$ cat config.mk
export PLATFORM = sky130hd
export DESIGN_NAME = shift_reg_univ
export DESIGN_NICKNAME = d
export VERILOG_FILES = /design/src/rtl/shift_reg_pkg.sv /design/src/rtl/shift_core.sv /design/src/rtl/shift_reg_univ.sv
export SDC_FILE = /design/constraint.sdc
export NUM_CORES = 1
export LEC_CHECK = 0
export CELL_PAD_IN_SITES_DETAIL_PLACEMENT = 0
export CELL_PAD_IN_SITES_GLOBAL_PLACEMENT = 2
export CORE_MARGIN = 5
export CORE_UTILIZATION = 28
export DETAILED_ROUTE_END_ITERATION = 8
export GPL_ROUTABILITY_DRIVEN = 0
export GPL_TIMING_DRIVEN = 1
export HOLD_SLACK_MARGIN = 0.05
export MAX_ROUTING_LAYER = met4
export PLACE_DENSITY_LB_ADDON = 0.12
export SLEW_MARGIN = 0
export SYNTH_ARGS = -nofsm -noshare
export SYNTH_HDL_FRONTEND = slang
export SYNTH_SLANG_ARGS = --single-unit
$ cat constraint.sdc
create_clock -name C -period 4.5 [get_ports C]
set_input_delay 0.45 -clock C [delete_from_list [all_inputs] [get_ports C]]
set_output_delay 0.45 -clock C [all_outputs]
set_load 0.005 [all_outputs]
$ cat src/rtl/shift_reg_pkg.sv
// Shared MODE encoding and burst FSM state type for the universal shift register.
// Latency: n/a (package only).
// Backpressure: n/a (package only).
package shift_reg_pkg;

    localparam logic [1:0] MODE_HOLD = 2'b00;
    localparam logic [1:0] MODE_SHL  = 2'b01;
    localparam logic [1:0] MODE_SHR  = 2'b10;
    localparam logic [1:0] MODE_LOAD = 2'b11;

    typedef enum logic {
        ST_IDLE  = 1'b0,
        ST_BURST = 1'b1
    } state_t;

    function automatic logic is_shift(input logic [1:0] mode);
        return (mode == MODE_SHL) || (mode == MODE_SHR);
    endfunction

endpackage

$ cat src/rtl/shift_core.sv
// WIDTH-bit register with hold/shift-left/shift-right/load next-value mux; SHIFT_REG_ROTATE_EN turns shifts into rotates.
// Latency: 1 cycle from op to q.
// Backpressure: none; en low freezes the register.
module shift_core
    import shift_reg_pkg::*;
#(
    parameter int WIDTH = 4
) (
    input  logic             core_clk,
    input  logic             arst_n,
    input  logic             en,
    input  logic [1:0]       op,
    input  logic             sl,
    input  logic             sr,
    input  logic [WIDTH-1:0] p,
    output logic [WIDTH-1:0] q
);

    logic             fill_l;
    logic             fill_r;
    logic [WIDTH-1:0] q_nxt;

`ifdef SHIFT_REG_ROTATE_EN
    // Serial inputs stay on the port list but do not feed the register.
    logic unused_serial;
    assign unused_serial = sl ^ sr;
    assign fill_l        = q[WIDTH-1];
    assign fill_r        = q[0];
`else
    assign fill_l = sl;
    assign fill_r = sr;
`endif

    always_comb begin
        q_nxt = q;
        case (op)
            MODE_SHL:  q_nxt = {q[WIDTH-2:0], fill_l};
            MODE_SHR:  q_nxt = {fill_r, q[WIDTH-1:1]};
            MODE_LOAD: q_nxt = p;
            default:   q_nxt = q;
        endcase
    end

    always_ff @(posedge core_clk or negedge arst_n) begin
        if (!arst_n) begin
            q <= '0;
        end else if (en) begin
            q <= q_nxt;
        end
    end

endmodule

$ cat src/rtl/shift_reg_univ.sv
// Universal shift register with counted shift bursts (IDLE/BURST FSM); SHIFT_REG_ROTATE_EN selects rotate instead of serial fill.
// Latency: 1 cycle per operation; a burst of CNT shifts completes on the CNT-th enabled edge.
// Backpressure: EN low freezes register, FSM and counter; BUSY flags an active burst.
module shift_reg_univ
    import shift_reg_pkg::*;
#(
    parameter int WIDTH = 4,
    parameter int CW    = $clog2(WIDTH + 1)
) (
    input  logic             C,
    input  logic             nR,
    input  logic             EN,
    input  logic [1:0]       MODE,
    input  logic             SL,
    input  logic             SR,
    input  logic [WIDTH-1:0] P,
    input  logic             START,
    input  logic [CW-1:0]    CNT,
    output logic [WIDTH-1:0] Q,
    output logic [WIDTH-1:0] nQ,
    output logic             SO_L,
    output logic             SO_R,
    output logic             BUSY
);

    localparam logic [CW-1:0] CNT_MAX = CW'(WIDTH);
    localparam logic [CW-1:0] CNT_ONE = CW'(1);

    state_t          state_q;
    logic [CW-1:0]   cnt_q;
    logic [1:0]      dir_q;
    logic [CW-1:0]   cnt_sat;
    logic            burst_req;
    logic [1:0]      core_op;

    assign cnt_sat   = (CNT > CNT_MAX) ? CNT_MAX : CNT;
    assign burst_req = START && (cnt_sat != '0) && is_shift(MODE);

    // During a burst the latched direction drives the core and MODE is ignored.
    always_comb begin
        core_op = MODE;
        if (state_q == ST_BURST) begin
            core_op = dir_q;
        end
    end

    // cnt_q holds the shifts still owed after the current edge while in BURST.
    always_ff @(posedge C or negedge nR) begin
        if (!nR) begin
            state_q <= ST_IDLE;
            cnt_q   <= '0;
            dir_q   <= MODE_SHL;
        end else if (EN) begin
            case (state_q)
                ST_IDLE: begin
                    if (burst_req) begin
                        dir_q <= MODE;
                        if (cnt_sat > CNT_ONE) begin
                            state_q <= ST_BURST;
                            cnt_q   <= cnt_sat - CNT_ONE;
                        end
                    end
                end
                ST_BURST: begin
                    if (cnt_q == CNT_ONE) begin
                        state_q <= ST_IDLE;
                        cnt_q   <= '0;
                    end else begin
                        cnt_q <= cnt_q - CNT_ONE;
                    end
                end
                default: begin
                    state_q <= ST_IDLE;
                    cnt_q   <= '0;
                end
            endcase
        end
    end

    shift_core #(
        .WIDTH (WIDTH)
    ) u_core (
        .core_clk (C),
        .arst_n   (nR),
        .en       (EN),
        .op       (core_op),
        .sl       (SL),
        .sr       (SR),
        .p        (P),
        .q        (Q)
    );

    assign nQ   = ~Q;
    assign SO_L = Q[WIDTH-1];
    assign SO_R = Q[0];
    assign BUSY = (state_q == ST_BURST);

endmodule

==> results.json <==
{
  "critical_path_arrival_ps": 2290,
  "antenna_left": 0,
  "detailroute.via_count": 758,
  "maximum_ir_drop_on_the_vdd_rail_mv": 0.279,
  "io_pins": 26,
  "die_area_sq_um": 4090,
  "antenna_violations_before_repair": 0,
  "timing.final.hold_violations": 0,
  "max_fanout_on_critical_path": 5,
  "fillerInstances": 316,
  "detail_route.first_pass.iterations": 4,
  "worstRegToRegCells": 4,
  "final-max-slew-violation-count": 0,
  "synthesis.area_sq_um": 815,
  "route.detailed.wl_per_inst_um": 15.4,
  "finalSetupViolations": 0,
  "die-width_um": 63.9,
  "unrepaired_setup_endpoints_after_global_routing": "false",
  "largest_net_degree_at_the_start_of_global_routing": 16,
  "area.growth.synth_to_final_pct": 34.7,
  "cts_tree": "built",
  "cts.clk_slew.worst_paths_ps": 70,
  "reg2reg_setup_slack_ps": 2790,
  "synth-edff-count": 0,
  "cap_viol_max_count": 0,
  "clock_buffers_created_by_tritoncts": 3,
  "period_share_pct": 48.0,
  "grt_pass1_wl_um": 3910,
  "total_power_mw": 0.581,
  "async_flop_share_pct": 100,
  "setup_tns_ps": 0,
  "synth_seq_cells": 10,
  "dp.final_hpwl_um": 1660,
  "numClockSinks": 10,
  "critical_path_required_ps": 4630,
  "yosys_warnings": 0,
  "detailed_route_wire_length_um": 2250,
  "synthesis.nets": 112,
  "outcome": "complete, no violations",
  "buffer_ports.inserted": 25,
  "detail_route.iter0.violations": 27,
  "initial_utilization_pct": 29.3,
  "post_cts_buffers": 0,
  "slew-limit-headroom_pct": 65.1,
  "yosysSeqAreaShare_pct": 30.9,
  "clock_insertion_delay_worst_skew_ps": 270,
  "grtUsageTotal_pct": 12.2,
  "setup.worst_path.end_class": "register",
  "fp.coreArea_sq_um": 2780,
  "post_dp_cell_area_sq_um": 1060,
  "ys_types": 31,
  "worst_slew_pin_slew_ps": 524,
  "cts.repair.resized": 0,
  "nNetsFinal": 135,
  "ctsHtreeMaxLevel": 1,
  "final_layout_size_suffix_gt1_share_pct": 6.96,
  "number_of_global_route_vias_before_repair": 770,
  "layoutNonFillerInstCount": 146,
  "maxClockFrequency_ghz": 0.463,
  "leakagePower_nw": 0.468,
  "dp.cells": 142,
  "syn_avg_cell_area_sq_um": 8.76,
  "dominantRegCellSynth": "sky130_fd_sc_hd__dfrtp_1",
  "r2r-end": "u_core.q[1]",
  "holdCritPathClass": "input pin to asynchronous set/reset pin",
  "finish.instance_area_sq_um": 1100,
  "chipHeight_um": 63.9,
  "critPathKind": "input pin to register",
  "min_clock_period_post_route_ps": 2160,
  "final_util_pct": 39.5,
  "cts.path.max_buffers": 2,
  "syn-instance-count": 93,
  "ctsRootBufferMaster": "sky130_fd_sc_hd__clkbuf_4",
  "timing.critical_path.from_type": "input pin",
  "rows": 19,
  "regToRegStartpoint": "BUSY",
  "grt_remaining_overflow": 0,
  "drc": 0,
  "detail_route.vias_per_cell": 5.19,
  "power_density_nw_per_um2": 529,
  "cts_hold_buffers": 0,
  "clock-skew-final_ps": 1.77,
  "antenna_cells_inserted": 0
}
## per-layer routing
metal | vias to the layer above | global-route usage, % | wire length [um]
li1 | 382 | - | -
met2 | 23 | 16.5 | 979
met4 | 0 | 2.34 | 11
met3 | 2 | 4.55 | 170
met5 | - | - | 0
met1 | 351 | 17.4 | 1090
## area by class of cell
class                           count  area, sq um  share of cell area, %
Sequential cell                    10          251                   22.9
Multi-Input combinational cell     65          479                   43.7
Timing Repair Buffer               25          250                   22.8
Tap cell                           31         38.8                   3.53
Clock buffer                        4         36.3                   3.31
Inverter                           11         41.3                   3.76
## registers in the layout (all words and copies together) (netlist names)
signal and flops:
BUSY 1, cnt_q 3, dir_q 2, u_core.q 4
## power by group
| group | internal, mW | total (mW) | leakage, nW | switching, mW |
|---|---|---|---|---|
| Clock | 0.0492 | 0.0848 | 0.0210 | 0.0355 |
| Sequential | 0.128 | 0.191 | 0.112 | 0.0629 |
| Combinational | 0.183 | 0.305 | 0.335 | 0.122 |
| Total | 0.361 | 0.581 | 0.468 | 0.220 |
## stage by stage
stage               hold slack, ps  setup WS (ps)
floorplan                      154           2650
global placement               574           2100
detailed placement             572           2040
CTS                            513           2340
global route                   540           2140
finish                         500           2340
## layout by cell type (no fill, tap or decap), types with 4 or more instances in the layout
cell type	Yosys	final
sky130_fd_sc_hd__nand2b_1	4	4
sky130_fd_sc_hd__dfrtp_1	9	9
sky130_fd_sc_hd__mux2i_1	7	7
sky130_fd_sc_hd__nor2_1	4	4
sky130_fd_sc_hd__inv_1	10	10
sky130_fd_sc_hd__nand2_1	11	11
sky130_fd_sc_hd__ha_1	4	4
sky130_fd_sc_hd__o22a_1	4	4
sky130_fd_sc_hd__clkdlybuf4s50_1	0	25
## worst max path at each step
stage                     cells after the start  slack [ps]  startpoint  endpoint
final                                         9        2340      CNT[2]  cnt_q[1]
after global routing                          9        2140      CNT[2]  cnt_q[1]
after CTS                                     9        2340      CNT[2]  cnt_q[1]
after detailed placement                      9        2040      CNT[2]  cnt_q[1]
after global placement                        9        2100      CNT[2]  cnt_q[1]
after floorplan                               8        2650      CNT[2]  cnt_q[1]
## synthesized netlist by cell type (all sizes together) (3+ instances only)
library cell | count | area share, %
o21ai | 6 | 3.7
a21oi | 3 | 1.8
nor2 | 4 | 1.8
nand2 | 11 | 5.1
buf | 7 | 5.2
o31ai | 3 | 2.8
mux2i | 7 | 8.6
a32o | 3 | 3.7
dfrtp | 9 | 28
inv | 11 | 5.1
o22a | 4 | 4.3
o221ai | 3 | 3.2
nand2b | 4 | 3.1
ha | 4 | 6.1
## critical path: stages
cell                              delay [ps]
sky130_fd_sc_hd__clkdlybuf4s50_1         420
sky130_fd_sc_hd__inv_1                   100
sky130_fd_sc_hd__nand2_1                  80
sky130_fd_sc_hd__ha_1                    180
sky130_fd_sc_hd__ha_1                    180
sky130_fd_sc_hd__nand2b_1                220
sky130_fd_sc_hd__nor3_4                  310
sky130_fd_sc_hd__mux2i_1                 220
sky130_fd_sc_hd__o221ai_1                140
## kinds of logic (layout without fill, tap and decap cells)
logic type,count (synthesis),in the layout,synth area share (%)
AOI/OAI and AO/OA,28,28,26.3
adders and majority gates,4,4,6.14
buffers and inverters,18,40,10.3
DFF,10,10,30.9
muxes,8,8,9.98
and+or+nand+nor,25,25,16.4
Power figures use the tool's default switching activity.
